===== src/rtl/adder_seq_pkg.sv =====
`default_nettype none
// ============================================================================
// Module   : adder_seq_pkg
// Brief    : Shared types and constants for the adder sequencing AXI-Lite master.
// Revision : 1.0 - initial release
// ============================================================================
package adder_seq_pkg;

    typedef enum logic [2:0] {
        IDLE = 3'd0,
        WR_A = 3'd1,
        B_A  = 3'd2,
        WR_B = 3'd3,
        B_B  = 3'd4,
        AR   = 3'd5,
        R    = 3'd6,
        RSP  = 3'd7
    } state_t;

    typedef enum logic [1:0] {
        WP_IDLE = 2'd0,
        WP_ADDR = 2'd1,
        WP_RESP = 2'd2
    } wr_phase_t;

    localparam logic [7:0] c_reg_a_addr   = 8'h00;
    localparam logic [7:0] c_reg_b_addr   = 8'h04;
    localparam logic [7:0] c_reg_sum_addr = 8'h08;

    localparam logic c_resp_err = 1'b1;

    function automatic logic resp_is_err(input logic resp);
        return resp == c_resp_err;
    endfunction

endpackage
`default_nettype wire


===== src/rtl/adder_seq_wr.sv =====
`default_nettype none
// ============================================================================
// Module   : adder_seq_wr
// Brief    : One AXI-Lite write: AW and W issued together, each completing on its
//            own handshake, followed by the B wait.
// Revision : 1.0 - initial release
// ============================================================================
module adder_seq_wr
    import adder_seq_pkg::*;
#(
    parameter int DATA_WIDTH = 32,
    parameter int ADDR_WIDTH = 8
) (
    input  logic                  clk,
    input  logic                  rst,
    input  logic                  i_start,
    input  logic [ADDR_WIDTH-1:0] i_addr,
    input  logic [DATA_WIDTH-1:0] i_data,
    output logic                  o_addr_done,
    output logic                  o_done,
    output logic                  o_err,
    output logic [ADDR_WIDTH-1:0] o_awaddr,
    output logic                  o_awvalid,
    input  logic                  i_awready,
    output logic [DATA_WIDTH-1:0] o_wdata,
    output logic                  o_wvalid,
    input  logic                  i_wready,
    input  logic                  i_bresp,
    input  logic                  i_bvalid,
    output logic                  o_bready
);

    wr_phase_t             r_phase;
    logic                  r_awvalid;
    logic                  r_wvalid;
    logic                  r_bready;
    logic [ADDR_WIDTH-1:0] r_awaddr;
    logic [DATA_WIDTH-1:0] r_wdata;
    logic                  w_aw_left;
    logic                  w_w_left;

    always_comb begin
        w_aw_left   = r_awvalid & ~i_awready;
        w_w_left    = r_wvalid & ~i_wready;
        o_addr_done = (r_phase == WP_ADDR) & ~w_aw_left & ~w_w_left;
        o_done      = r_bready & i_bvalid;
        o_err       = o_done & resp_is_err(i_bresp);
    end

    // A new start may coincide with the B handshake of the previous write.
    always_ff @(posedge clk) begin
        if (rst) begin
            r_phase   <= WP_IDLE;
            r_awvalid <= 1'b0;
            r_wvalid  <= 1'b0;
            r_bready  <= 1'b0;
            r_awaddr  <= '0;
            r_wdata   <= '0;
        end else begin
            case (r_phase)
                WP_ADDR: begin
                    r_awvalid <= w_aw_left;
                    r_wvalid  <= w_w_left;
                    if (!w_aw_left && !w_w_left) begin
                        r_bready <= 1'b1;
                        r_phase  <= WP_RESP;
                    end
                end
                WP_RESP: begin
                    if (i_bvalid) begin
                        r_bready <= 1'b0;
                        r_phase  <= WP_IDLE;
                    end
                end
                default: r_phase <= WP_IDLE;
            endcase
            if (i_start && r_phase != WP_ADDR) begin
                r_awvalid <= 1'b1;
                r_wvalid  <= 1'b1;
                r_awaddr  <= i_addr;
                r_wdata   <= i_data;
                r_phase   <= WP_ADDR;
            end
        end
    end

    assign o_awaddr  = r_awaddr;
    assign o_awvalid = r_awvalid;
    assign o_wdata   = r_wdata;
    assign o_wvalid  = r_wvalid;
    assign o_bready  = r_bready;

endmodule
`default_nettype wire


===== src/rtl/adder_seq_ctrl.sv =====
`default_nettype none
// ============================================================================
// Module   : adder_seq_ctrl
// Brief    : AXI4-Lite master that writes operands A and B to the adder slave,
//            reads back the sum and returns it on a valid/ready response port.
// Revision : 1.0 - initial release
// ============================================================================
module adder_seq_ctrl
    import adder_seq_pkg::*;
#(
    parameter int                    DATA_WIDTH   = 32,
    parameter int                    ADDR_WIDTH   = 8,
    parameter logic [ADDR_WIDTH-1:0] REG_A_ADDR   = ADDR_WIDTH'(c_reg_a_addr),
    parameter logic [ADDR_WIDTH-1:0] REG_B_ADDR   = ADDR_WIDTH'(c_reg_b_addr),
    parameter logic [ADDR_WIDTH-1:0] REG_SUM_ADDR = ADDR_WIDTH'(c_reg_sum_addr)
) (
    input  logic                    m1_axi_aclk,
    input  logic                    m1_axi_areset,
    input  logic                    cmd_valid,
    output logic                    cmd_ready,
    input  logic [DATA_WIDTH-1:0]   cmd_a,
    input  logic [DATA_WIDTH-1:0]   cmd_b,
    output logic                    rsp_valid,
    input  logic                    rsp_ready,
    output logic [DATA_WIDTH-1:0]   rsp_sum,
    output logic                    rsp_err,
    output logic                    busy,
    output logic [ADDR_WIDTH-1:0]   m1_axi_awaddr,
    output logic                    m1_axi_awvalid,
    input  logic                    m1_axi_awready,
    output logic [DATA_WIDTH-1:0]   m1_axi_wdata,
    output logic [DATA_WIDTH/8-1:0] m1_axi_wstrb,
    output logic                    m1_axi_wvalid,
    input  logic                    m1_axi_wready,
    input  logic                    m1_axi_bresp,
    input  logic                    m1_axi_bvalid,
    output logic                    m1_axi_bready,
    output logic [ADDR_WIDTH-1:0]   m1_axi_araddr,
    output logic                    m1_axi_arvalid,
    input  logic                    m1_axi_arready,
    input  logic [DATA_WIDTH-1:0]   m1_axi_rdata,
    input  logic                    m1_axi_rresp,
    input  logic                    m1_axi_rvalid,
    output logic                    m1_axi_rready
);

    state_t                r_state;
    state_t                w_next;
    logic                  r_cmd_ready;
    logic                  r_busy;
    logic                  r_arvalid;
    logic [ADDR_WIDTH-1:0] r_araddr;
    logic                  r_rready;
    logic                  r_rsp_valid;
    logic [DATA_WIDTH-1:0] r_sum;
    logic                  r_err;
    logic [DATA_WIDTH-1:0] r_b;

    logic                  w_cmd_hs;
    logic                  w_rd_hs;
    logic                  w_rd_err;
    logic                  w_wr_start;
    logic [ADDR_WIDTH-1:0] w_wr_addr;
    logic [DATA_WIDTH-1:0] w_wr_data;
    logic                  w_wr_addr_done;
    logic                  w_wr_done;
    logic                  w_wr_err;

    assign w_cmd_hs = r_cmd_ready & cmd_valid;
    assign w_rd_hs  = r_rready & m1_axi_rvalid;
    assign w_rd_err = w_rd_hs & resp_is_err(m1_axi_rresp);

    always_comb begin
        w_next     = r_state;
        w_wr_start = 1'b0;
        w_wr_addr  = REG_A_ADDR;
        w_wr_data  = cmd_a;
        case (r_state)
            IDLE: if (w_cmd_hs) begin
                w_next     = WR_A;
                w_wr_start = 1'b1;
            end
            WR_A: if (w_wr_addr_done) w_next = B_A;
            B_A:  if (w_wr_done) begin
                w_next     = WR_B;
                w_wr_start = 1'b1;
                w_wr_addr  = REG_B_ADDR;
                w_wr_data  = r_b;
            end
            WR_B: if (w_wr_addr_done) w_next = B_B;
            B_B:  if (w_wr_done) w_next = AR;
            AR:   if (r_arvalid && m1_axi_arready) w_next = R;
            R:    if (w_rd_hs) w_next = RSP;
            RSP:  if (r_rsp_valid && rsp_ready) w_next = IDLE;
            default: w_next = IDLE;
        endcase
    end

    // Outputs are decoded from the next state so each one is a plain flop.
    always_ff @(posedge m1_axi_aclk) begin
        if (m1_axi_areset) begin
            r_state     <= IDLE;
            r_cmd_ready <= 1'b0;
            r_busy      <= 1'b0;
            r_arvalid   <= 1'b0;
            r_araddr    <= '0;
            r_rready    <= 1'b0;
            r_rsp_valid <= 1'b0;
            r_sum       <= '0;
            r_err       <= 1'b0;
            r_b         <= '0;
        end else begin
            r_state     <= w_next;
            r_cmd_ready <= (w_next == IDLE);
            r_busy      <= (w_next != IDLE);
            r_arvalid   <= (w_next == AR);
            r_rready    <= (w_next == R);
            r_rsp_valid <= (w_next == RSP);
            if (w_next == AR) r_araddr <= REG_SUM_ADDR;
            if (w_rd_hs) r_sum <= m1_axi_rdata;
            if (w_cmd_hs) begin
                r_b   <= cmd_b;
                r_err <= 1'b0;
            end else begin
                r_err <= r_err | w_wr_err | w_rd_err;
            end
        end
    end

    adder_seq_wr #(
        .DATA_WIDTH (DATA_WIDTH),
        .ADDR_WIDTH (ADDR_WIDTH)
    ) u_wr (
        .clk         (m1_axi_aclk),
        .rst         (m1_axi_areset),
        .i_start     (w_wr_start),
        .i_addr      (w_wr_addr),
        .i_data      (w_wr_data),
        .o_addr_done (w_wr_addr_done),
        .o_done      (w_wr_done),
        .o_err       (w_wr_err),
        .o_awaddr    (m1_axi_awaddr),
        .o_awvalid   (m1_axi_awvalid),
        .i_awready   (m1_axi_awready),
        .o_wdata     (m1_axi_wdata),
        .o_wvalid    (m1_axi_wvalid),
        .i_wready    (m1_axi_wready),
        .i_bresp     (m1_axi_bresp),
        .i_bvalid    (m1_axi_bvalid),
        .o_bready    (m1_axi_bready)
    );

    assign cmd_ready      = r_cmd_ready;
    assign busy           = r_busy;
    assign rsp_valid      = r_rsp_valid;
    assign rsp_sum        = r_sum;
    assign rsp_err        = r_err;
    assign m1_axi_wstrb   = '1;
    assign m1_axi_araddr  = r_araddr;
    assign m1_axi_arvalid = r_arvalid;
    assign m1_axi_rready  = r_rready;

endmodule
`default_nettype wire


===== config.mk =====
export PLATFORM = sky130hd
export DESIGN_NAME = adder_seq_ctrl
export DESIGN_NICKNAME = d
export VERILOG_FILES = /design/src/rtl/adder_seq_pkg.sv /design/src/rtl/adder_seq_wr.sv /design/src/rtl/adder_seq_ctrl.sv
export SDC_FILE = /design/constraint.sdc
export NUM_CORES = 1
export LEC_CHECK = 0
export CAP_MARGIN = 5
export CORE_MARGIN = 2
export CORE_UTILIZATION = 44
export CTS_BUF_LIST = sky130_fd_sc_hd__clkbuf_4
export DETAILED_ROUTE_END_ITERATION = 10
export HOLD_SLACK_MARGIN = 0.02
export PLACE_DENSITY = 0.81
export SYNTH_ARGS = -nofsm -noshare
export SYNTH_HDL_FRONTEND = slang
export SYNTH_SLANG_ARGS = --single-unit

===== constraint.sdc =====
create_clock -name m1_axi_aclk -period 2 [get_ports m1_axi_aclk]
set_input_delay 0.4 -clock m1_axi_aclk [delete_from_list [all_inputs] [get_ports m1_axi_aclk]]
set_output_delay 0.4 -clock m1_axi_aclk [all_outputs]
set_load 0.05 [all_outputs]

==> impl_metrics.csv <==
group,metric,value,unit
status,status,"finished clean",
setup_path,cp_slowest_stage_delay,0.54,ns
route,drtPass1Iterations,4,
clock_tree,clkTransAtPathRegs,0.19,ns
layout,layout.cells.non_filler,833,
timing,layout_setup_ws,0.203,ns
power_and_ir_drop,p_leak,2.86,nW
synthesis,warnings_from_yosys,0,
place,hpwlAfterDp,9.12,mm
synthesis,async_reset_ff_share,0,%
global_routing,grt_overflow,0,
global_routing,grt_start_max_net_pins,49,
layout,postLayoutCellArea,6580,um^2
die,dieWidth,107,um
timing,period_share,89.9,%
setup_path,critical_path.n_buffers_inverters,1,
setup_path,worst-endpoint-arrival,1.40,ns
clock_tree,post_cts_hold_buffers,0,
flow_run,max_cap_viol_count,0,
route,drt_iter0_markers,148,
timing,maxSlewHeadroom,65.0,%
timing,final-hold-violation-count,0,
synthesis,netlist.area_leader.share,48.3,%
setup_path,worst-path-max-fanout,2,
clock_tree,number_of_buffers_inserted_by_post_cts_setup_repair,0,
clock_tree,cts-htree-levels,3,
synthesis,gate_count_after_technology_mapping,523,
worst_hold_path,worstHoldPathType,"input port to flop",
setup_path,regToRegSetupSlack,0.22,ns
timing,tightest_slew,0.528,ns
global_routing,number_of_antenna_violations_at_the_first_check_in_global_routing,0,
synthesis,syn-cell-area,4650,um^2
power_and_ir_drop,power.total,5.40,mW
synthesis,ys_dominant_reg_cell,"sky130_fd_sc_hd__dfxtp_1",
synthesis,synth-seq-area-share,48.3,%
global_routing,grt_pass1_vias,4148,
setup_path,r2r-start,"r_state[1]$_SDFF_PP0_",
layout,syn2layout_area_growth,41.7,%
setup_path,type_of_the_setup_path_with_the_least_slack,"flop to primary output",
timing,grt_setup_unrepaired,"no",
route,postRouteWirelength,12.3,mm
timing,layout_min_cycle_time,1.80,ns
layout,post_route_cells_drive_above_1_share,11.6,%
setup_path,worst_r2r_path_depth,6,
synthesis,avg_cell_area_syn,8.88,um^2
synthesis,ys_seq_elements,112,
timing,max_clock_freq,556,MHz
die,die_area,11400,um^2
route,wire_per_inst,14.7,um
clock_tree,clock_latency_late_sink,0.47,ns
global_routing,globalRouteTotalUtil,21.3,%
place,placed_cell_area,6550,um^2
timing,finalSetupViolCount,0,
synthesis,synth.top_cells.by_count,"140 x sky130_fd_sc_hd__nand2_1, 112 x sky130_fd_sc_hd__dfxtp_1, 69 x sky130_fd_sc_hd__a21oi_1, 37 x sky130_fd_sc_hd__nor2_1, 33 x sky130_fd_sc_hd__mux2i_1",
clock_tree,clock_tree.root_cell,"sky130_fd_sc_hd__clkbuf_4",
place,pre_cts_slack,-0.0935,ns
setup_path,crit_path_cell_trace,"dlygate4sd2_1",
clock_tree,clock_tree_from_tritoncts,"yes",
synthesis,ys_types,40,
setup_path,cp_data_required_time,1.60,ns
clock_tree,cts_buffer_depth,2,
setup_path,crit_path_end_kind,"primary output",
worst_hold_path,worstHoldStart,"m1_axi_areset",
synthesis,synth-edff-count,0,
worst_hold_path,holdPathStages,2,
route,post_drt_via_cell_ratio,4.98,
die,core-area,10300,um^2
die,floorplan.rows,37,
layout,antenna_cells,0,
synthesis,synthMostInstantiatedCell,"sky130_fd_sc_hd__nand2_1",
setup_path,start_kind,"flop",
global_routing,grt_first_pass_wirelength,19.3,mm
setup_path,critical-path-slowest-cell,"sky130_fd_sc_hd__dlygate4sd2_1",
place,place.detailed.instances,817,
setup_path,timing.critical_path.max_delay_family,"buffers and inverters",
die,io_pins,200,
route,post-route-drc-count,0,
clock_tree,cts_num_sinks,112,
place,portBuffers,181,
die,die_h,107,um
power_and_ir_drop,vdd.ir_drop.worst,0.425,mV
setup_path,critical_path.reg2reg.endpoint,"u_wr.o_wdata[25]$_SDFFE_PP0P_",
route,postRouteAntennaNets,0,
synthesis,post_synth_main_area_contributors,"sky130_fd_sc_hd__dfxtp_1 48%, sky130_fd_sc_hd__nand2_1 11%, sky130_fd_sc_hd__a211oi_2 8.6%",
clock_tree,numCtsBuffers,9,
worst_hold_path,sink_of_the_worst_hold_path,"u_wr.o_awvalid$_SDFFE_PP0P_",
layout,finalNetCount,799,
synthesis,yosys.area.top_type,"sky130_fd_sc_hd__dfxtp_1",
route,via_count,4147,
clock_tree,ctsResizeCount,72,
timing,finalClockSkew,0.0250,ns
place,place_congestion,0.794,
power_and_ir_drop,pwr_density_cell,820,nW/um^2
setup_path,crit_cells,1,
die,initial_core_util,45.2,%
timing,maxSlewViolCount,0,
cell usage in the layout, fill, tap and decap left out, types with 3 or more instances in the layout:
cell type                         count
sky130_fd_sc_hd__nor2_2               3
sky130_fd_sc_hd__dfxtp_1            112
sky130_fd_sc_hd__a21oi_2              3
sky130_fd_sc_hd__dlygate4sd2_1       72
sky130_fd_sc_hd__buf_4               15
sky130_fd_sc_hd__clkbuf_4             9
sky130_fd_sc_hd__mux2i_1             33
sky130_fd_sc_hd__nor2_1              37
sky130_fd_sc_hd__clkdlybuf4s50_1    105
sky130_fd_sc_hd__and2_1               3
sky130_fd_sc_hd__nand2_1            140
sky130_fd_sc_hd__conb_1              18
sky130_fd_sc_hd__a211oi_2            32
sky130_fd_sc_hd__a21oi_1             69
sky130_fd_sc_hd__buf_12               7
sky130_fd_sc_hd__o21ai_0              4
how the worst max path moves through the flow:
stage               slack (ns)                             to                          start
finish                    0.20               m1_axi_wdata[16]  u_wr.o_wdata[16]$_SDFFE_PP0P_
global route               0.1  u_wr.o_wdata[24]$_SDFFE_PP0P_          r_state[1]$_SDFF_PP0_
CTS                       0.17                 m1_axi_awvalid    u_wr.o_awvalid$_SDFFE_PP0P_
detailed placement       -0.09  u_wr.o_wdata[25]$_SDFFE_PP0P_                      cmd_valid
global placement         -0.01  u_wr.o_wdata[29]$_SDFFE_PP0P_                      cmd_valid
floorplan                 0.05  u_wr.o_wdata[10]$_SDFFE_PP0P_           cmd_ready$_SDFF_PP0_
layout make-up:
class / count / area, um^2
inverters: 1 / 3.75
flip-flops and latches: 112 / 2240
well taps: 136 / 170
clock buffers: 9 / 67.6
clock inverters: 7 / 55.1
multi-input cells: 369 / 2110
repair buffers: 199 / 1930
fillers: 865 / 3690
metrics by stage:
step	hold WS (ns)	setup TNS, ns	util, %
CTS	0.296	0	64.0
finish	0.318	0	64.0
detailed placement	0.441	-1.73	63.7
global route	0.290	0	64.0
floorplan	0.436	0	-
global placement	0.441	-0.123	63.7
metal layers:
| metal | vias up | routed length, um | GRT usage, % |
|---|---|---|---|
| met5 | - | 0 | 0 |
| met4 | 0 | 191 | 6.12 |
| met3 | 14 | 984 | 7.66 |
| met2 | 151 | 6030 | 36.9 |
| met1 | 1929 | 5070 | 24.6 |
| li1 | 2053 | - | - |
cell families (layout without fill, tap and decap cells):
group | count (synthesis) | count (layout) | share of synthesized area [%]
and+or+nand+nor | 202 | 202 | 18.2
AOI/OAI and AO/OA | 116 | 116 | 18.6
DFF | 112 | 112 | 48.3
buffers and inverters | 58 | 216 | 7.62
muxes | 33 | 33 | 7.11
other | 2 | 18 | 0.162
worst reg2reg max path, delay by kind of cell, from the launching register on:
| family | cells | cell delay [ns] |
|---|---|---|
| buffers and inverters | 1 | 0.27 |
| flip-flops | 1 | 0.48 |
| AND/OR/NAND/NOR | 3 | 0.53 |
| AO/OA/AOI/OAI | 2 | 0.43 |
power by group:
part / internal (mW) / switching, mW
clock: 0.274 / 0.763
combinational: 0.636 / 1.15
sequential: 2.45 / 0.123
sequential cells by signal, summed over array words and instances (netlist names):
register	flops
m1_axi_rready	1
r_state	3
rsp_err	1
u_wr.o_awaddr	1
r_b	32
u_wr.o_wvalid	1
u_wr.r_phase	2
rsp_valid	1
rsp_sum	32
u_wr.o_bready	1
u_wr.o_wdata	32
m1_axi_araddr	1
busy	1
u_wr.o_awvalid	1
cmd_ready	1
m1_axi_arvalid	1
Power figures use the tool's default switching activity.
